### src/rtl/pid_ctrl_param.sv
// rtl/pid_ctrl_param.sv - parametrised PID torque controller with decimated I/D terms and optional slew limit
// Error in, unsigned drive magnitude out; I and D terms update on the decimator tick.
module pid_ctrl_param #(
    parameter int ERR_W    = 13,
    parameter int OUT_W    = 12,
    parameter int INTG_W   = 18,
    parameter int DECIM_W  = 20,
    parameter int D_DEPTH  = 3,
    parameter int D_SAT_W  = 9,
    parameter int I_SHIFT  = 5,
    parameter int D_SHIFT  = 1,
    parameter int SLEW_MAX = 0
) (
    input  logic                    clk,
    input  logic                    rst,
    input  logic signed [ERR_W-1:0] error,
    input  logic                    not_pedaling,
    input  logic [1:0]              mode,
    output logic                    decim_tick,
    output logic                    int_sat,
    output logic [OUT_W-1:0]        drv_mag
);

    localparam int S_A = (ERR_W > OUT_W + 1) ? ERR_W : OUT_W + 1;
    localparam int S_B = (S_A > D_SAT_W + D_SHIFT + 1) ? S_A : D_SAT_W + D_SHIFT + 1;
    localparam int S   = S_B + 2;

    localparam logic [INTG_W-1:0]    INTG_MAX  = {1'b0, {(INTG_W-1){1'b1}}};
    localparam logic signed [ERR_W:0] D_MAX    = (ERR_W+1)'((1 << (D_SAT_W-1)) - 1);
    localparam logic signed [ERR_W:0] D_MIN    = (ERR_W+1)'(-(1 << (D_SAT_W-1)));
    localparam logic signed [S-1:0]  OUT_MAX_S = S'((1 << OUT_W) - 1);
    localparam logic [OUT_W-1:0]     SLEW      = OUT_W'(SLEW_MAX);

    logic [DECIM_W-1:0]      decim_cnt;
    logic [INTG_W-1:0]       integ;
    logic signed [ERR_W-1:0] hist [D_DEPTH];
    logic signed [S-1:0]     sum_q;

    logic signed [INTG_W:0]  integ_sum;
    logic [INTG_W-1:0]       integ_next;
    logic signed [ERR_W:0]   diff;
    logic signed [D_SAT_W-1:0] d_sat;
    logic [INTG_W-2:0]       i_scaled;
    logic signed [S-1:0]     pterm, iterm, dterm, sum;
    logic [OUT_W-1:0]        target, slew_next;

    assign decim_tick = &decim_cnt;
    assign int_sat    = (integ == INTG_MAX);

    always_ff @(posedge clk or posedge rst) begin
        if (rst) decim_cnt <= '0;
        else     decim_cnt <= decim_cnt + 1'b1;
    end

    // integ is never negative, so INTG_W+1 bits hold any single-step sum
    assign integ_sum = $signed({1'b0, integ}) + (INTG_W+1)'(error);

    always_comb begin
        integ_next = integ_sum[INTG_W-1:0];
        if (integ_sum[INTG_W])        integ_next = '0;
        else if (integ_sum[INTG_W-1]) integ_next = INTG_MAX;
    end

    always_ff @(posedge clk or posedge rst) begin
        if (rst)                              integ <= '0;
        else if (not_pedaling || !mode[1])    integ <= '0;
        else if (decim_tick)                  integ <= integ_next;
    end

    // history keeps shifting in every mode so D is valid the moment PID is selected
    always_ff @(posedge clk or posedge rst) begin
        if (rst) begin
            for (int i = 0; i < D_DEPTH; i++) hist[i] <= '0;
        end else if (decim_tick) begin
            hist[0] <= error;
            for (int i = 1; i < D_DEPTH; i++) hist[i] <= hist[i-1];
        end
    end

    assign diff = (ERR_W+1)'(error) - (ERR_W+1)'(hist[D_DEPTH-1]);

    always_comb begin
        d_sat = diff[D_SAT_W-1:0];
        if (diff > D_MAX)      d_sat = D_MAX[D_SAT_W-1:0];
        else if (diff < D_MIN) d_sat = D_MIN[D_SAT_W-1:0];
    end

    assign i_scaled = integ[INTG_W-2:0] >> I_SHIFT;

    always_comb begin
        pterm = '0;
        iterm = '0;
        dterm = '0;
        if (mode != 2'b00) pterm = S'(error);
        if (mode[1])       iterm = S'(i_scaled);
        if (mode == 2'b11) dterm = S'(d_sat) <<< D_SHIFT;
        sum = pterm + iterm + dterm;
    end

    always_ff @(posedge clk or posedge rst) begin
        if (rst) sum_q <= '0;
        else     sum_q <= sum;
    end

    always_comb begin
        target = sum_q[OUT_W-1:0];
        if (sum_q[S-1])            target = '0;
        else if (sum_q > OUT_MAX_S) target = '1;
    end

    always_comb begin
        if (target > drv_mag)
            slew_next = (target - drv_mag > SLEW) ? drv_mag + SLEW : target;
        else
            slew_next = (drv_mag - target > SLEW) ? drv_mag - SLEW : target;
    end

    always_ff @(posedge clk or posedge rst) begin
        if (rst)                                  drv_mag <= '0;
        else if (mode == 2'b00 || not_pedaling)   drv_mag <= '0;
        else if (SLEW_MAX == 0)                   drv_mag <= target;
        else if (decim_tick)                      drv_mag <= slew_next;
    end

endmodule

### config.mk
export PLATFORM = sky130hd
export DESIGN_NAME = pid_ctrl_param
export DESIGN_NICKNAME = d
export VERILOG_FILES = /design/src/rtl/pid_ctrl_param.sv
export SDC_FILE = /design/constraint.sdc
export NUM_CORES = 1
export LEC_CHECK = 0
export ABC_AREA = 1
export CAP_MARGIN = 20
export CORE_MARGIN = 4
export CORE_UTILIZATION = 56
export DETAILED_ROUTE_END_ITERATION = 7
export GPL_TIMING_DRIVEN = 0
export PLACE_DENSITY_LB_ADDON = 0.05
export SLEW_MARGIN = 20
export SYNTH_ARGS = -nofsm -noshare
export SYNTH_HDL_FRONTEND = slang
export SYNTH_SLANG_ARGS = --single-unit
### constraint.sdc
create_clock -name clk -period 5.5 [get_ports clk]
set_input_delay 1.1 -clock clk [delete_from_list [all_inputs] [get_ports clk]]
set_output_delay 1.1 -clock clk [all_outputs]
set_load 0.05 [all_outputs]
# Word level (Yosys, flattened, before mapping)
# Index checks and enable logic that the tools add are counted.
# word_totals
output_inout_bits	14
regBits	104
romBits	0
mem_bits_rw	0
latch_bits	0
inputBits	18
word_cells	36
n_memories	0
# op_classes
n_div	0
shifts	0
mul	0
order_cmp	3
n_eq_ne	2
add_sub_neg	5
mux	12
bitwise_logic	0
n_reduce_logical	7
# op_table
operator	n
$mux 18	3
$mux 12	4
$add 15x15->15	2
$mux 15	2
$add 20x1->20 const B	1
$reduce_and 20->1	1
$add 19x13->19	1
$eq 18x17->1 const B	1
$mux 9	2
$mux 17	1
$gt 15x13->1 const B	1
$gt 14x9->1 const B	1
$lt 14x9->1 const B	1
$sub 13x13->14	1
$reduce_bool 2->1	2
$eq 2x2->1 const B	1
$logic_not 2->1	1
$logic_or 1x1->1	2
$logic_not 1->1	1

# Longest topological paths before layout
# Gate-level depths: netlist of the first run.
# logic_depth
word_depth	6
depth_mapped	28
ltp_nobuf	28

# Worst setup path after synthesis of the first run
# Ideal clock, no wire load.
# synth_path
path_kind	input to register
from	input error[0]
to	register sum_q[11]
path_slack_ps	730
arrival_ps	4691
cell_stages	24
required_time_ps	5421
setup_ps	79
path_buffers	0
path_cell_list	inv_1 > ha_1 > inv_1 > fa_1 > nand3_1 > nand3_1 > nand2_1 > nand2_1 > nand2_1 > nand2_1 > nand3b_1 > o21ai_1 > a21oi_1 > fa_1 > ha_1 > fa_1 > nand3_1 > nand3_1 > nand3_1 > nand2_1 > nand3_1 > nand2_1 > a31oi_1 > xor2_1
# synth_via
elab_chain_len	6
word_cells_on_any_way	9
cone_classes	add/sub: 3; order compare: 2; mux: 4
# synth_lines
element	line_no	rtl
from (decl)	16	input logic signed [ERR_W-1:0] error,
$sub 13x13->14	80	assign diff = (ERR_W+1)'(error) - (ERR_W+1)'(hist[D_DEPTH-1]);
$lt 14x9->1	85	else if (diff < D_MIN) d_sat = D_MIN[D_SAT_W-1:0];
$mux 9	85	
$mux 9	84	if (diff > D_MAX) d_sat = D_MAX[D_SAT_W-1:0];
$mux 15	96	if (mode == 2'b11) dterm = S'(d_sat) <<< D_SHIFT;
$add 15x15->15 *	97	sum = pterm + iterm + dterm;
net sum[11]	44	logic signed [S-1:0] pterm, iterm, dterm, sum;
to (signal assigned)	102	else sum_q <= sum;
to (decl)	37	logic signed [S-1:0] sum_q;
# Mark *: on every way through the listed nets, which the timed path passes. The rest lies on a longest branch.
# A chain may end at the register's enable or synchronous reset.

# Final worst setup path of the first run
# layout_path
from	input error[0]
to	register sum_q[14]
# The elaborated chain is that of the path after synthesis.

==> flow_summary.yaml, run 1 <==
global_routing:
  antenna_found_initial: 0
  grt.overflow.total: 0
  grt_pass1_wl_um: 26880
  grt_max_degree: 60
  grt_pass1_vias: 5494
  gr-usage-all-layers: 0.2398
power_and_ir_drop:
  power-per-cell-area_nw_per_um2: 225.7
  ir_drop_mv: 0.1514
  power.leakage_uw: 0.004270
  power_uw: 1749
timing:
  setup_viol: 0
  finalCritPeriodShare: 0.9410
  hold_ws_ns: 0.4481
  drv_slew: 0
  relSlewSlack: 0.6235
  hold_violations: 0
  tightestPinTransition_ns: 0.5626
  post-route-min-period_ns: 5.176
  max_freq_mhz: 193.2
  fin_tns_setup_ns: 0
  finalClockSkew_ns: 0.009817
clock_network:
  cts_buffers: 9
  hold_buffers: 0
  clkTransAtPathRegs_ns: 0.07
  cts_tree: "done"
  cts_root_buf: "clkbuf_16"
  clk_path_buf_depth: 2
  clkLatencyLatePin_ns: 0.36
  htree_num_levels: 3
  cts_sinks: 103
floorplanning:
  pin_count: 32
  core_um2: 12010
  fp.dieH_um: 118.7
  die_w_um: 118.7
  die_area_um2: 14090
  num_rows: 40
  start_util: 0.5714
hold_path:
  worstHoldPathCells: 1
  hp-class: "reg2reg"
  worstHoldStart: "decim_cnt[0]"
detailed_routing:
  firstDrtPassIters: 4
  routed_wl_um: 15870
  drcViolationCount: 0
  ant_nets: 0
  wire_per_inst_um: 14.57
  viasPerCell: 5.208
  drtIter0Drc: 360
  via_count: 5671
run_status:
  status: "completed"
worst_setup_path:
  r2r_cells: 23
  cp.required_ns: 5.75
  path_class: "in2reg"
  critPathLaunch: "error[0]"
  path_max_fanout: 8
  r2r_start: "hist[0]"
  arrival_ns: 5.43
  crit_path_end_kind: "flop"
  endpoint: "sum_q[14]"
  reg2reg_to: "sum_q[14]"
  reg2reg_slack_ns: 1.19
  crit_path_start_kind: "primary input"
yosys:
  ys.flop_type: "dfrtp_1"
  ys_seq_area_frac: 0.3756
  synth_cell_types: 38
  avgSynthCellArea_um2: 7.677
  async_flop_share: 1.000
  ys_warn_count: 0
  yosysTopAreaCellShare: 0.3756
  synth_area_um2: 6863
  yosys.area.top_type: "dfrtp_1"
  syn_nets: 973
  synth-seq-cells: 103
  synth_cells: 894
  synth_edf_count: 0
  synthTopCellsByArea: "dfrtp_1 38%, nand2_1 16%, ha_1 8.6%"
finish:
  layout_commonest_cell: "nand2_1"
  num_antenna_cells: 0
  final_cell_mix: "293 x nand2_1, 139 x inv_1, 103 x dfrtp_1"
  nets: 1016
  drive_gt1_frac: 0.05945
  syn_to_final_growth_pct: 12.91
placement:
  routabilityCongestion: 1.009
  port_buffers: 31
  dp_hpwl_um: 12420
job:
  cap_violations: 0
[power breakdown]
part           switching, uW  internal [uW]
combinational            193           98.6
clock                    296            372
sequential              6.15            783
[worst min-delay path by stage]
stage | end | slack, ns
after floorplan | decim_cnt[0] | 0.42
after global placement | decim_cnt[0] | 0.44
after detailed placement | decim_cnt[0] | 0.44
after CTS | decim_cnt[0] | 0.45
after global routing | decim_cnt[0] | 0.46
final | decim_cnt[0] | 0.45
[sequential cells by signal (all words and copies together) (netlist names)]
register   count
hist          39
drv_mag       12
decim_cnt     20
integ         17
sum_q         15
[kinds of logic after synthesis]
kind of cell	after synthesis	share of synthesized area
DFF	103	0.3756
adders and majority gates	61	0.1265
xor gates and xnor gates	47	0.05998
buffers and inverters	156	0.09061
and+or+nand+nor	419	0.2609
AOI/OAI and AO/OA	108	0.08642
[repair_timing]
item | CTS | global route
setup buffers | 0 | 0
setup endpoints to repair | 2 | 7
resized for setup | 1 | 10
hold endpoints to repair | 0 | 0
pin swaps | 0 | 0
[layer usage]
layer  routed length (um)  GRT usage  vias to the layer above
met5                    0          0                        -
met3                  698    0.04976                       26
met4                  390    0.07965                        0
met1                 7439     0.3303                     2640
li1                     -          -                     2891
met2                 7341     0.3794                      114
[cell type report]
| cell class | instances | area [um^2] |
|---|---|---|
| Tap cell | 147 | 183.9 |
| Inverter | 142 | 538.0 |
| Timing Repair Buffer | 32 | 340.3 |
| Buffer | 14 | 88.84 |
| Multi-Input combinational cell | 635 | 3704 |
| Sequential cell | 103 | 2577 |
| Clock buffer | 10 | 239.0 |
| Fill cell | 1086 | 4263 |
| Clock inverter | 6 | 77.57 |
[synthesized netlist by cell type, types with 2 or more instances]
master and instances:
a21o_1 4, a21oi_1 51, a31oi_1 3, buf_2 5
buf_4 2, buf_6 3, clkbuf_1 4, dfrtp_1 103
fa_1 14, ha_1 47, inv_1 141, nand2_1 295
nand3_1 40, nand3_2 2, nand3b_1 3, nand4_1 16
nor2_1 41, nor2_2 3, nor2_4 2, nor3_1 8
nor3_2 2, o21ai_0 34, o21ai_1 4, o21ai_2 5
o21bai_1 4, xnor2_1 14, xor2_1 33
[metrics by stage]
stage          cells  utilization  setup WS (ns)  instance area, um^2
2_1_floorplan    894            -         0.7297                 6863
3_3_place_gp    1072       0.6125        -0.3398                 7357
3_5_place_dp    1073       0.6152        -0.4014                 7390
4_1_cts         1089       0.6419        0.04805                 7710
5_1_grt         1089       0.6451      -0.003245                 7749
6_report        1089       0.6451         0.3242                 7749
[worst max-delay path, stage by stage]
cell and delay, ns:
clkdlybuf4s50_1 0.45, inv_2 0.12, ha_1 0.16, inv_1 0.08, fa_2 0.39, nand3_1 0.11
nand3_2 0.13, nand3_1 0.12, nand3_1 0.08, nand2_1 0.06, nand2_1 0.07, nor2_1 0.13
nand2_1 0.08, nand2_2 0.13, nand2_1 0.08, a21oi_1 0.22, fa_1 0.47, ha_1 0.36
a21oi_1 0.16, nand2_1 0.11, a21oi_1 0.24, o21ai_1 0.16, a21oi_1 0.20, nor2_1 0.06
a21o_1 0.15
Note: power is estimated with default switching activity, not from simulation.
==> inputs of run 2 (changes only) <==
--- a/config.mk
+++ b/config.mk
@@ -12,7 +12,6 @@
 export DETAILED_ROUTE_END_ITERATION = 7
 export GPL_TIMING_DRIVEN = 0
 export PLACE_DENSITY_LB_ADDON = 0.05
-export SLEW_MARGIN = 20
 export SYNTH_ARGS = -nofsm -noshare
 export SYNTH_HDL_FRONTEND = slang
 export SYNTH_SLANG_ARGS = --single-unit
==> constraint.sdc (replaced) <==
create_clock -name clk -period 5.5 [get_ports clk]
set_input_delay 0.55 -clock clk [delete_from_list [all_inputs] [get_ports clk]]
set_output_delay 0.55 -clock clk [all_outputs]
set_load 0.05 [all_outputs]
==> flow_summary.yaml, run 2 (synthesized netlist as in run 1, its figures left out) <==
detailed_routing:
  ant_nets: 0
  viasPerCell: 5.242
  drcViolationCount: 0
  firstDrtPassIters: 5
  via_count: 5708
  routed_wl_um: 15900
  wire_per_inst_um: 14.60
  drtIter0Drc: 355
global_routing:
  grt_pass1_vias: 5527
  antenna_found_initial: 0
  grt_pass1_wl_um: 26830
  grt.overflow.total: 0
  grt_max_degree: 63
  gr-usage-all-layers: 0.2377
finish:
  num_antenna_cells: 0
  top_regs: "hist (39), decim_cnt (20), integ (17)"
  layout_commonest_cell: "nand2_1"
  top_register: "hist"
  drive_gt1_frac: 0.05202
  stdcell_count: 1089
  nets: 1016
  final_cell_mix: "295 x nand2_1, 140 x inv_1, 103 x dfrtp_1"
  final_util: 0.6398
  multi_input_area_um2: 3667
  seq_area_um2: 2577
  fill_cells: 1077
  largest_reg_flops: 39
  syn_to_final_growth_pct: 11.98
placement:
  dp_hpwl_um: 12410
  dp.cells: 1073
  routabilityCongestion: 1.009
  port_buffers: 31
timing:
  setup_viol: 0
  post-route-min-period_ns: 4.959
  hold_violations: 0
  max_freq_mhz: 201.6
  fin_tns_setup_ns: 0
  relSlewSlack: 0.6288
  finalClockSkew_ns: 0.009202
  tightestPinTransition_ns: 0.5548
  finalCritPeriodShare: 0.9017
  drv_slew: 0
  rsz0062_at_grt: "no"
worst_setup_path:
  critPathLaunch: "error[0]"
  crit_top_cell: "nand2_1"
  r2r_cells: 23
  reg2reg_slack_ns: 0.94
  path_class: "in2reg"
  r2r_start: "hist[0]"
  endpoint: "sum_q[14]"
  slowest_stage: "fa_1"
  arrival_ns: 5.21
  crit_path_start_kind: "primary input"
  crit_path_end_kind: "flop"
  path_max_fanout: 8
  cp.depth: 25
  crit_family: "adder cells"
  cp.required_ns: 5.75
  cp_slowest_stage_delay_ns: 0.47
  reg2reg_to: "sum_q[14]"
  worst-path-buf-inv: 3
floorplanning:
  num_rows: 40
  fp.dieH_um: 118.7
  start_util: 0.5714
  core_um2: 12010
  die_w_um: 118.7
  pin_count: 32
  die_area_um2: 14090
clock_network:
  cts_root_buf: "clkbuf_16"
  htree_num_levels: 3
  clkLatencyLatePin_ns: 0.36
  cts_setup_buffers: 0
  cts_buffers: 9
  clkTransAtPathRegs_ns: 0.07
  cts_tree: "done"
  cts_sinks: 103
  clk_path_buf_depth: 2
job:
  cap_violations: 0
power_and_ir_drop:
  power_frac_comb: 0.170
  p_int_uw: 1205
  p_seq_frac: 0.465
  swShare: 0.2896
  ir_drop_mv: 0.1379
  clkPwrFrac: 0.365
  power-per-cell-area_nw_per_um2: 220.8
  netSwitchingPower_uw: 491.5
  power.leakage_uw: 0.004243
  power_uw: 1697
hold_path:
  hp-class: "reg2reg"
run_status:
  status: "completed"
-- run 2: power by group through the flow --
stage / combinational [uW] / clock, uW / sequential [uW]
4_1_cts: 288 / 636 / 789
2_1_floorplan: 170 / 0 / 833
3_5_place_dp: 286 / 0 / 804
3_3_place_gp: 280 / 0 / 804
5_1_grt: 322 / 669 / 793
6_report: 288 / 620 / 789
-- run 2: worst min path at each step --
stage,startpoint,cells past startpoint,slack [ns],endpoint
after floorplan,decim_cnt[0],1,0.42,decim_cnt[0]
after global placement,decim_cnt[0],1,0.44,decim_cnt[0]
after detailed placement,decim_cnt[0],1,0.44,decim_cnt[0]
after CTS,decim_cnt[0],1,0.45,decim_cnt[0]
after global routing,decim_cnt[0],1,0.46,decim_cnt[0]
final,decim_cnt[0],1,0.45,decim_cnt[0]
-- run 2: routing by layer --
metal / global-route usage / wire (um)
met1: 0.3303 / 7433
met2: 0.3815 / 7398
met3: 0.04163 / 720
met4: 0.07314 / 348
met5: 0 / 0
-- run 2: layout make-up --
| class | instances | area share |
|---|---|---|
| buffer | 14 | 0.01156 |
| clock buffer | 10 | 0.03110 |
| timing repair buffer | 32 | 0.04396 |
| inverter | 142 | 0.06968 |
| sequential | 103 | 0.3354 |
| multi-input combinational | 635 | 0.4772 |
| clock inverter | 6 | 0.007164 |
| tap | 147 | 0.02393 |
-- run 2: per-stage QoR --
| step | worst slack [ns] | cell area [um^2] | hold WS, ns |
|---|---|---|---|
| 2_1_floorplan | 1.280 | 6863 | 0.4214 |
| 3_3_place_gp | 0.2102 | 7357 | 0.4364 |
| 3_5_place_dp | 0.1507 | 7387 | 0.4391 |
| 4_1_cts | 0.5158 | 7681 | 0.4529 |
| 5_1_grt | 0.2031 | 7685 | 0.4621 |
| 6_report | 0.5406 | 7685 | 0.4474 |
-- run 2: timing repair --
| action | 4_1_cts | 5_1_grt |
|---|---|---|
| hold buffers | 0 | 0 |
| gates resized for setup | 0 | 1 |
| setup endpoints to repair | 0 | 1 |
==> inputs of run 3 (changes only) <==
--- a/config.mk
+++ b/config.mk
@@ -6,7 +6,6 @@
 export NUM_CORES = 1
 export LEC_CHECK = 0
 export ABC_AREA = 1
-export CAP_MARGIN = 20
 export CORE_MARGIN = 4
 export CORE_UTILIZATION = 56
 export DETAILED_ROUTE_END_ITERATION = 7
==> flow_summary.yaml, run 3 (synthesized netlist as in run 1, its figures left out) <==
detailed_routing:
  firstDrtPassIters: 5
  drcViolationCount: 0
  ant_nets: 0
  wire_per_inst_um: 14.60
  routed_wl_um: 15900
  drtIter0Drc: 355
  via_count: 5708
  viasPerCell: 5.242
finish:
  nets: 1016
  layout_commonest_cell: "nand2_1"
  syn_to_final_growth_pct: 11.98
  top_register: "hist"
  final_cell_mix: "295 x nand2_1, 140 x inv_1, 103 x dfrtp_1"
  num_antenna_cells: 0
  largest_reg_flops: 39
  drive_gt1_frac: 0.05202
  stdcell_count: 1089
  fill_cells: 1077
  top_regs: "hist (39), decim_cnt (20), integ (17)"
timing:
  rsz0062_at_grt: "no"
  post-route-min-period_ns: 4.959
  relSlewSlack: 0.6288
  max_freq_mhz: 201.6
  hold_violations: 0
  setup_viol: 0
  drv_slew: 0
  finalClockSkew_ns: 0.009202
  tightestPinTransition_ns: 0.5548
  finalCritPeriodShare: 0.9017
  fin_tns_setup_ns: 0
worst_setup_path:
  crit_top_cell: "nand2_1"
  crit_path_end_kind: "flop"
  slowest_stage: "fa_1"
  r2r_cells: 23
  path_max_fanout: 8
  cp.depth: 25
  cp.required_ns: 5.75
  arrival_ns: 5.21
  cp_slowest_stage_delay_ns: 0.47
  crit_path_start_kind: "primary input"
  path_class: "in2reg"
  crit_family: "adder cells"
  worst-path-buf-inv: 3
placement:
  dp_hpwl_um: 12410
  port_buffers: 31
  dp.cells: 1073
  routabilityCongestion: 1.009
floorplanning:
  fp.dieH_um: 118.7
  die_w_um: 118.7
  num_rows: 40
  pin_count: 32
  die_area_um2: 14090
  start_util: 0.5714
  core_um2: 12010
power_and_ir_drop:
  power.leakage_uw: 0.004243
  ir_drop_mv: 0.1379
  power-per-cell-area_nw_per_um2: 220.8
clock_network:
  cts_tree: "done"
  cts_sinks: 103
  cts_buffers: 9
  clkLatencyLatePin_ns: 0.36
  htree_num_levels: 3
  clkTransAtPathRegs_ns: 0.07
  clk_path_buf_depth: 2
  cts_root_buf: "clkbuf_16"
global_routing:
  grt_max_degree: 63
  gr-usage-all-layers: 0.2377
  antenna_found_initial: 0
  grt_pass1_vias: 5527
  grt_pass1_wl_um: 26830
  grt.overflow.total: 0
hold_path:
  worstHoldPathCells: 1
  hp-class: "reg2reg"
job:
  cap_violations: 0
run_status:
  status: "completed"
[run 3: report_power, final]
group          switching (uW)  total (uW)  internal, uW
Clock                     294         620           325
Combinational             191         288          97.0
Sequential               6.01         789           783
Total                     491        1700          1210
[run 3: path summary, 6_finish.rpt]
path                              start           end  slack, ns
min in group asynchronous           rst    drv_mag[4]       0.59
min                        decim_cnt[0]  decim_cnt[0]       0.45
min reg2reg                decim_cnt[0]  decim_cnt[0]       0.45
max                            error[0]     sum_q[14]       0.54
max in group asynchronous           rst      hist[26]       4.22
max reg2reg                     hist[0]     sum_q[14]       0.94
[run 3: layer usage]
metal,global-route usage,vias up,share of wire
met5,0,-,0
met4,0.07314,0,0.022
met3,0.04163,30,0.045
met2,0.3815,134,0.47
met1,0.3303,2654,0.47
li1,-,2890,-
[run 3: final cells by class]
cell class	count	area (um^2)	area share
Tap cell	147	183.9	0.02393
Timing Repair Buffer	32	337.8	0.04396
Clock inverter	6	55.05	0.007164
Inverter	142	535.5	0.06968
Sequential cell	103	2577	0.3354
Buffer	14	88.84	0.01156
Multi-Input combinational cell	635	3667	0.4772
Clock buffer	10	239.0	0.03110
[run 3: through the flow]
stage	cell area [um^2]	hold slack (ns)	power, uW	setup slack, ns	util
2_1_floorplan	6863	0.4214	1004	1.280	-
3_3_place_gp	7357	0.4364	1084	0.2102	0.6125
4_1_cts	7681	0.4529	1714	0.5158	0.6395
3_5_place_dp	7387	0.4391	1091	0.1507	0.6150
5_1_grt	7685	0.4621	1784	0.2031	0.6398
6_report	7685	0.4474	1697	0.5406	0.6398
[run 3: worst register-to-register path, cell delays in order (launching register included)]
cell and delay, ns:
dfrtp_1 0.41, ha_1 0.17, inv_1 0.07, fa_1 0.45, nand3_1 0.11, nand3_1 0.18
nand3_1 0.15, nand3_1 0.08, nand2_1 0.06, nand2_1 0.07, nor2_1 0.13, nand2_1 0.08
nand2_1 0.19, nand2_1 0.10, a21oi_1 0.23, fa_1 0.47, ha_1 0.36, a21oi_1 0.16
nand2_1 0.11, a21oi_1 0.23, o21ai_0 0.22, a21oi_1 0.22, nor2_1 0.06, a21o_1 0.15
[run 3: repair_timing]
action / CTS / global route
endpoints found under the setup margin: 0 / 1
setup buffers: 0 / 0
hold buffers: 0 / 0
gates resized for setup: 0 / 1
endpoints found under the hold margin: 0 / 0
